**config.mk**
```make
export PLATFORM = sky130hd
export DESIGN_NAME = ex_mem_stage
export DESIGN_NICKNAME = d
export VERILOG_FILES = /design/src/rtl/ex_mem_stage.sv
export SDC_FILE = /design/constraint.sdc
export NUM_CORES = 1
export LEC_CHECK = 0
export CAP_MARGIN = 40
export CELL_PAD_IN_SITES_DETAIL_PLACEMENT = 1
export CELL_PAD_IN_SITES_GLOBAL_PLACEMENT = 2
export CORE_UTILIZATION = 27
export DETAILED_ROUTE_END_ITERATION = 10
export PLACE_DENSITY = 0.85
export REMOVE_ABC_BUFFERS = 1
export SYNTH_ARGS = -nofsm -noshare
export SYNTH_HDL_FRONTEND = slang
export SYNTH_SLANG_ARGS = --single-unit
```
**constraint.sdc**
```tcl
create_clock -name clk -period 4.7 [get_ports clk]
set_input_delay 0.47 -clock clk [delete_from_list [all_inputs] [get_ports clk]]
set_output_delay 0.47 -clock clk [all_outputs]
set_load 0.05 [all_outputs]
```
**src/rtl/ex_mem_stage.sv**
```systemverilog
// EX->MEM pipeline register with a 2-entry skid buffer, zero-flag branch resolution and
// optional overflow trap (enabled by defining EX_MEM_OVF_TRAP_EN).
module ex_mem_stage #(
    parameter int unsigned DATA_W     = 32,
    parameter int unsigned REG_ADDR_W = 5,
    parameter int unsigned STATUS_W   = 8
) (
    input  logic                  clk,
    input  logic                  rst,
    input  logic                  flush,
    input  logic                  ex_valid,
    output logic                  ex_ready,
    input  logic [DATA_W-1:0]     ex_alu_result,
    input  logic [STATUS_W-1:0]   ex_alu_status,
    input  logic [DATA_W-1:0]     ex_pc,
    input  logic [DATA_W-1:0]     ex_store_data,
    input  logic [REG_ADDR_W-1:0] ex_rd_addr,
    input  logic [3:0]            ex_ctrl,
    input  logic                  ex_ovf_trap,
    output logic                  mem_valid,
    input  logic                  mem_ready,
    output logic [DATA_W-1:0]     mem_alu_result,
    output logic [STATUS_W-1:0]   mem_alu_status,
    output logic [DATA_W-1:0]     mem_store_data,
    output logic [REG_ADDR_W-1:0] mem_rd_addr,
    output logic [2:0]            mem_ctrl,
    output logic                  branch_taken,
    output logic                  exc_valid,
    output logic [DATA_W-1:0]     exc_epc
);

    localparam int unsigned ZERO_BIT = 7;
    localparam int unsigned OVF_BIT  = 6;

    typedef enum logic [1:0] {EMPTY, ONE, FULL} state_e;

    typedef struct packed {
        logic [DATA_W-1:0]     result;
        logic [STATUS_W-1:0]   status;
        logic [DATA_W-1:0]     store;
        logic [REG_ADDR_W-1:0] rd;
        logic [2:0]            ctrl;
    } entry_t;

    state_e state_q, state_d;
    entry_t head_q, head_d, skid_q, skid_d, in_entry;
    logic   mem_valid_q, mem_valid_d;
    logic   ex_ready_q, ex_ready_d;
    logic   branch_taken_q, branch_taken_d;
    logic   accept, drain, kill;

    assign accept = ex_valid && ex_ready_q;
    assign drain  = mem_valid_q && mem_ready;

`ifdef EX_MEM_OVF_TRAP_EN
    logic              exc_valid_q, exc_valid_d;
    logic [DATA_W-1:0] exc_epc_q, exc_epc_d;

    assign kill = ex_ovf_trap && ex_alu_status[OVF_BIT];

    always_comb begin
        exc_valid_d = accept && !flush && kill;
        exc_epc_d   = exc_valid_d ? ex_pc : exc_epc_q;
    end

    always_ff @(posedge clk or posedge rst) begin
        if (rst) begin
            exc_valid_q <= 1'b0;
            exc_epc_q   <= '0;
        end else begin
            exc_valid_q <= exc_valid_d;
            exc_epc_q   <= exc_epc_d;
        end
    end

    assign exc_valid = exc_valid_q;
    assign exc_epc   = exc_epc_q;
`else
    logic unused_trap_inputs;

    assign kill               = 1'b0;
    assign unused_trap_inputs = ^{ex_ovf_trap, ex_pc};
    assign exc_valid          = 1'b0;
    assign exc_epc            = '0;
`endif

    // A killed beat still flows to MEM, but with its side-effect controls cleared.
    assign in_entry = '{result: ex_alu_result, status: ex_alu_status, store: ex_store_data,
                        rd: ex_rd_addr, ctrl: kill ? 3'b000 : ex_ctrl[3:1]};

    always_comb begin
        state_d = state_q;
        head_d  = head_q;
        skid_d  = skid_q;
        if (!flush) begin
            unique case (state_q)
                EMPTY: if (accept) begin
                    head_d  = in_entry;
                    state_d = ONE;
                end
                ONE: begin
                    if (accept && drain) begin
                        head_d = in_entry;
                    end else if (accept) begin
                        skid_d  = in_entry;
                        state_d = FULL;
                    end else if (drain) begin
                        state_d = EMPTY;
                    end
                end
                FULL: if (drain) begin
                    head_d  = skid_q;
                    state_d = ONE;
                end
                default: state_d = EMPTY;
            endcase
        end else begin
            state_d = EMPTY;
        end
        // Ready is registered from the next occupancy so it never depends on mem_ready.
        mem_valid_d    = (state_d != EMPTY);
        ex_ready_d     = (state_d != FULL);
        branch_taken_d = accept && !flush && ex_ctrl[0] && ex_alu_status[ZERO_BIT] && !kill;
    end

    always_ff @(posedge clk or posedge rst) begin
        if (rst) begin
            state_q        <= EMPTY;
            head_q         <= '0;
            skid_q         <= '0;
            mem_valid_q    <= 1'b0;
            ex_ready_q     <= 1'b0;
            branch_taken_q <= 1'b0;
        end else begin
            state_q        <= state_d;
            head_q         <= head_d;
            skid_q         <= skid_d;
            mem_valid_q    <= mem_valid_d;
            ex_ready_q     <= ex_ready_d;
            branch_taken_q <= branch_taken_d;
        end
    end

    assign ex_ready       = ex_ready_q;
    assign mem_valid      = mem_valid_q;
    assign mem_alu_result = head_q.result;
    assign mem_alu_status = head_q.status;
    assign mem_store_data = head_q.store;
    assign mem_rd_addr    = head_q.rd;
    assign mem_ctrl       = head_q.ctrl;
    assign branch_taken   = branch_taken_q;

endmodule

```
* Word level (Yosys, flattened, before mapping)
Cells that the tools add are included.
** Word-level totals
- Word-level logic and storage cells :: 45
- Input bits :: 119
- Bits in registers :: 165
- Output and inout port bits :: 116
** Cells by class
- Mux-type cells :: 11
- Equality and inequality tests :: 6
- Reduce and logical (&&, ||, !) cells :: 12
- Bitwise logic cells :: 2
** Operators with widths (number)
- 80-bit 2-to-1 mux :: 3
- 80-bit case mux with 3 select lines :: 1
- 2-bit 2-to-1 mux :: 6
- 2-bit inequality test (second input constant) :: 4
- 1-bit logical AND :: 6
- 2-bit case mux with 3 select lines :: 1
- 5-bit AND reduction :: 1
- 4-bit AND reduction :: 1
- 3-bit nonzero test :: 1
- 2-bit by 1-bit == test with 1-bit output (second input constant) :: 1
- 2-bit == test (second input constant) :: 1
- 2-bit logical NOT :: 1
- 1-bit inverter :: 2
- 2-bit nonzero test :: 1
- 1-bit logical NOT :: 1

* Depth between registers and ports, before layout
- Depth in word-level cells :: 7
- Mapped depth :: 6
- Gate-level depth less buffers :: 3

* Worst setup path after synthesis
OpenSTA, ideal clock, no wires.
- Kind :: reg2reg
- Start point :: reg mem_valid_q (netlist: mem_valid)
- End point :: reg skid_q[24] (netlist name)
- Arrival time :: 1.941 ns
- Buffers on the path :: 1
- Path slack :: 2.634 ns
- Data required time :: 4.575 ns
- Cell stages (with the launch flop) :: 5
- Clock period less this slack :: 2.066 ns
- Library setup time :: 0.125 ns
- Cell sequence :: dfrtp_1 -> a21bo_2 -> nor4_4 -> buf_4 -> mux2_2
** On the way
- Word-level cells in the longest chain between the ends :: 4
** RTL lines
- start, declared :: RTL line 47 : logic mem_valid_q, mem_valid_d;
- start signal, assigned :: RTL line 138 : mem_valid_q <= mem_valid_d;
- 1-bit logical AND :: RTL line 53 : assign drain = mem_valid_q && mem_ready;
- 1-bit logical AND :: RTL line 102 : if (accept && drain) begin
- 1-bit inverter (no line)
- 4-bit AND reduction (no line)
- end signal, assigned :: RTL line 137 : skid_q <= skid_d;
- end, declared :: RTL line 46 : entry_t head_q, head_d, skid_q, skid_d, in_entry;
Every way passes these cells.
A chain may end at the register's enable or synchronous reset.

* Worst setup path in the final report
- Start point :: reg state_q[1]
- End point :: reg head_q (netlist bit mem_rd_addr[1])
** On the way
- Word-level cells in the longest chain between the ends :: 3
- Elaborated cells on any way between the ends :: 9
- Classes of those cells :: 5 x eq/ne; 1 x mux; 3 x reduce/logical
** RTL lines
- start, declared :: RTL line 45 : state_e state_q, state_d;
- start signal, assigned :: RTL line 135 : state_q <= state_d;
- 2-bit by 1-bit == test with 1-bit output, or another cell as far along :: RTL line 96 : unique case (state_q)
- 2-bit inequality test (no line) / 3-bit nonzero test (equally long branches)
- 5-bit AND reduction (no line)
- end signal, assigned :: RTL line 129 : head_q <= '0;
- end signal, assigned :: RTL line 136 : head_q <= head_d;
- end, declared :: RTL line 46
Several ways; a longest one is shown, not always the timed one.

==> run_results.csv <==
group,metric,value,unit
worst_setup_path,cp_max_fo,54,
routing,drc,0,
clock_network,cts.sinks,165,
floorplanning,coreArea,0.0296,sq mm
cells_and_area,postLayoutCoreUtil,35.8,%
synth,syn_area,0.00812,sq mm
routing,wire_per_inst,20.2,um
timing,tightest_slew,0.772,ns
worst_setup_path,crit_family,"simple AND/OR/NAND/NOR gates",
min_path,hold_path_class,"reg -> reg",
synth,synth_top_area_share,50.9,%
clock_network,cts_hold_buf,0,
synth,synthArstFlopShare,100,%
floorplanning,die_h,175,um
routing,drt_iter0_drc,253,
worst_setup_path,regToRegSetupSlack,2.07,ns
worst_setup_path,r2r-start,"state_q[1]$_DFF_PP0_",
floorplanning,ios,235,
clock_network,htree_levels,4,
worst_setup_path,crit_chain,"buf_12, and4b_4, a211o_4, buf_16, a22oi_1",
clock_network,cts_tree,"built",
synth,synthFlopType,"dfrtp_1",
synth,synthXorXnorAreaFrac,0,%
synth,ys_seq_area_share,50.9,%
routing,vias,6222,
clock_network,ctsResizeCount,0,
global_routing,grt_pass1_wl,39.0,mm
placement,portBuffers,168,
worst_setup_path,cpPeakStageDelay,0.71,ns
floorplanning,num_rows,63,
synth,yosys.area_share.simple,9.76,%
worst_setup_path,critPathLaunchType,"flop",
clock_network,post_cts_buffers,0,
routing,firstDrtPassIters,4,
global_routing,grt_overflow,0,
min_path,hold_path_end,"skid_q[33]$_DFFE_PP0P_",
worst_setup_path,r2r_cells,5,
synth,synth_top_area_cell,"dfrtp_1",
worst_setup_path,path_buf_inv,2,
placement,dp_cells,1195,
min_path,min-delay-start,"skid_q[33]$_DFFE_PP0P_",
synth,syn_area_per_cell,11.5,sq um
worst_setup_path,endpoint_kind,"flop",
worst_setup_path,cp.required,4.96,ns
synth,synth_top_family_by_area,"compound AO/OA/AOI/OAI gates",
timing,rsz0062_at_grt,"false",
synth,yosys-mux-area-fraction,11.1,%
timing,fin_crit_sh,55.9,%
synth,synth-seq-cells,165,
synth,ys_types,29,
cells_and_area,layout.nets,943,
placement,gp_routability_congestion,0.669,
cells_and_area,fill_cells,3250,
power,ir_drop,0.205,mV
clock_network,clock-root-buffer,"clkbuf_16",
timing,fin_crit,2.63,ns
cells_and_area,stdcell_count,1226,
routing,via_per_inst,5.08,
timing,hold_viol_final,0,
synth,synth_adder_area_share,0,%
worst_setup_path,crit_slowest_cell,"and4b_4",
floorplanning,start_util,27.4,%
clock_network,insertion_delay,0.41,ns
floorplanning,die_w,175,um
timing,finClkSkew,0.00605,ns
timing,slew_viol_final,0,
cells_and_area,drive_gt1_share,15.1,%
min_path,worstHoldPathCells,1,
synth,synth_edf_count,0,
clock_network,path_clk_slew,0.07,ns
power,power_density,528,mW/mm^2
routing,drtAntennaViolNets,0,
synth,ys_top_cells_by_area,"dfrtp_1, mux2_2, and3b_1",
synth,syn_inst,703,
global_routing,antenna_found_initial,1,
global_routing,grt_max_degree,81,
placement,dp_hpwl,14.3,mm
worst_setup_path,r2r_end,"mem_rd_addr[1]$_DFFE_PP0P_",
worst_setup_path,worstSetupPathType,"reg -> reg",
global_routing,grtUsageTotal,16.4,%
timing,slew_headroom,48.5,%
floorplanning,die_area,0.0308,sq mm
clock_network,clockBufferDepth,2,
timing,clock.fmax,380,MHz
synth,yosys_warnings,0,
global_routing,grt_pass1_vias,6695,
job,drv_cap,0,
power,p_leak,4.44,nW
run_status,status,"completed",
synth,synth_compound_area_share,20.7,%
routing,routed_wl,24.8,mm
cells_and_area,area_delta_synth_final,30.6,%
timing,finalSetupViolations,0,
clock_network,cts_buffers,17,
worst_setup_path,cp.arrival,2.89,ns
[metrics by stage]
step	power, mW	hold slack (ns)	worst slack, ns	instance area (sq um)	setup TNS (ns)
final	5.59	0.483	2.07	10600	0
after CTS	5.66	0.485	2.04	10600	0
after global routing	5.88	0.506	1.89	10600	0
after floorplan	3.51	0.450	-0.232	7630	-38.23
after detailed placement	4.28	0.471	1.93	10100	0
after global placement	4.19	0.459	1.60	9930	0
[registers in the layout, summed over array words and instances (netlist names), 2 cells and up]
register        count
skid_q             80
mem_alu_result     32
state_q             2
mem_store_data     32
mem_alu_status      8
mem_ctrl            3
mem_rd_addr         5
[worst register-to-register path: cells and delay by family (launching register included)]
kind	cells	cell delay, ns
flip-flops	1	0.61
buffers and inverters	2	0.57
AND/OR/NAND/NOR	1	0.73
AO/OA/AOI/OAI	2	0.58
[logic make-up after synthesis]
group,count (synthesis)
AOI/OAI and AO/OA,250
buffers and inverters,115
DFF,165
muxes,80
other,1
and+or+nand+nor,92
[per-layer routing]
metal / vias up / routed length, um / global-route usage (%)
li1: 2831 / - / -
met1: 3245 / 11100 / 20.8
met2: 131 / 12500 / 28.6
met3: 15 / 999 / 3.33
met4: 0 / 259 / 3.95
met5: - / 0 / 0
[area by class of cell]
type	count	area, sq um	share of cell area, %
diodes	1	2.50	0.0236
inverters	2	13.8	0.130
multi-input cells	455	3520	33.2
well taps	390	488	4.61
clock inverters	8	78.8	0.744
flip-flops and latches	165	4130	39.0
clock buffers	22	464	4.38
repair buffers	183	1900	17.9
[power breakdown]
| group | total [mW] | switching, mW | internal (mW) |
|---|---|---|---|
| Sequential | 2.16 | 0.261 | 1.90 |
| Combinational | 2.07 | 1.25 | 0.823 |
| Clock | 1.35 | 0.599 | 0.754 |
| Total | 5.59 | 2.11 | 3.48 |
[cell usage after synthesis (2+ instances only)]
cell type,n
dfrtp_1,165
a21oi_1,82
a211oi_1,81
and3b_1,81
a22oi_1,80
mux2_2,72
clkbuf_1,67
buf_4,35
mux2_1,8
buf_6,6
nand2_1,4
buf_2,3
a211o_1,2
buf_1,2
[cells in the final DEF, fill, tap and decap left out, drive strengths merged]
| cell type | synthesis | layout |
|---|---|---|
| a2111o | 1 | 1 |
| a211o | 2 | 2 |
| a211oi | 81 | 81 |
| a21bo | 1 | 1 |
| a21oi | 82 | 82 |
| a221oi | 1 | 1 |
| a22oi | 80 | 80 |
| a31oi | 1 | 1 |
| and2 | 1 | 1 |
| and3b | 81 | 81 |
| and4b | 1 | 1 |
| and4bb | 1 | 1 |
| buf | 46 | 16 |
| bufinv | 0 | 1 |
| clkbuf | 67 | 22 |
| clkdlybuf4s50 | 0 | 167 |
| clkinv | 0 | 7 |
| clkinvlp | 0 | 1 |
| conb | 1 | 33 |
| dfrtp | 165 | 165 |
| diode | 0 | 1 |
| inv | 2 | 1 |
| mux2 | 80 | 80 |
| nand2 | 4 | 4 |
| nand2b | 1 | 1 |
| nor2b | 1 | 1 |
| nor3 | 1 | 1 |
| nor4 | 1 | 1 |
| o21ai | 1 | 1 |
[how the worst max path moves through the flow]
stage	from	endpoint	slack [ns]	cells after the start
after detailed placement	mem_ready	mem_store_data[28]$_DFFE_PP0P_	1.93	5
after global placement	state_q[1]$_DFF_PP0_	mem_alu_result[3]$_DFFE_PP0P_	1.60	3
after CTS	state_q[0]$_DFF_PP0_	mem_store_data[28]$_DFFE_PP0P_	2.04	6
final	state_q[1]$_DFF_PP0_	mem_rd_addr[1]$_DFFE_PP0P_	2.07	5
after global routing	state_q[1]$_DFF_PP0_	mem_alu_result[2]$_DFFE_PP0P_	1.89	5
after floorplan	rst	branch_taken$_DFF_PP0_	-0.23	1
Power figures use the tool's default switching activity.
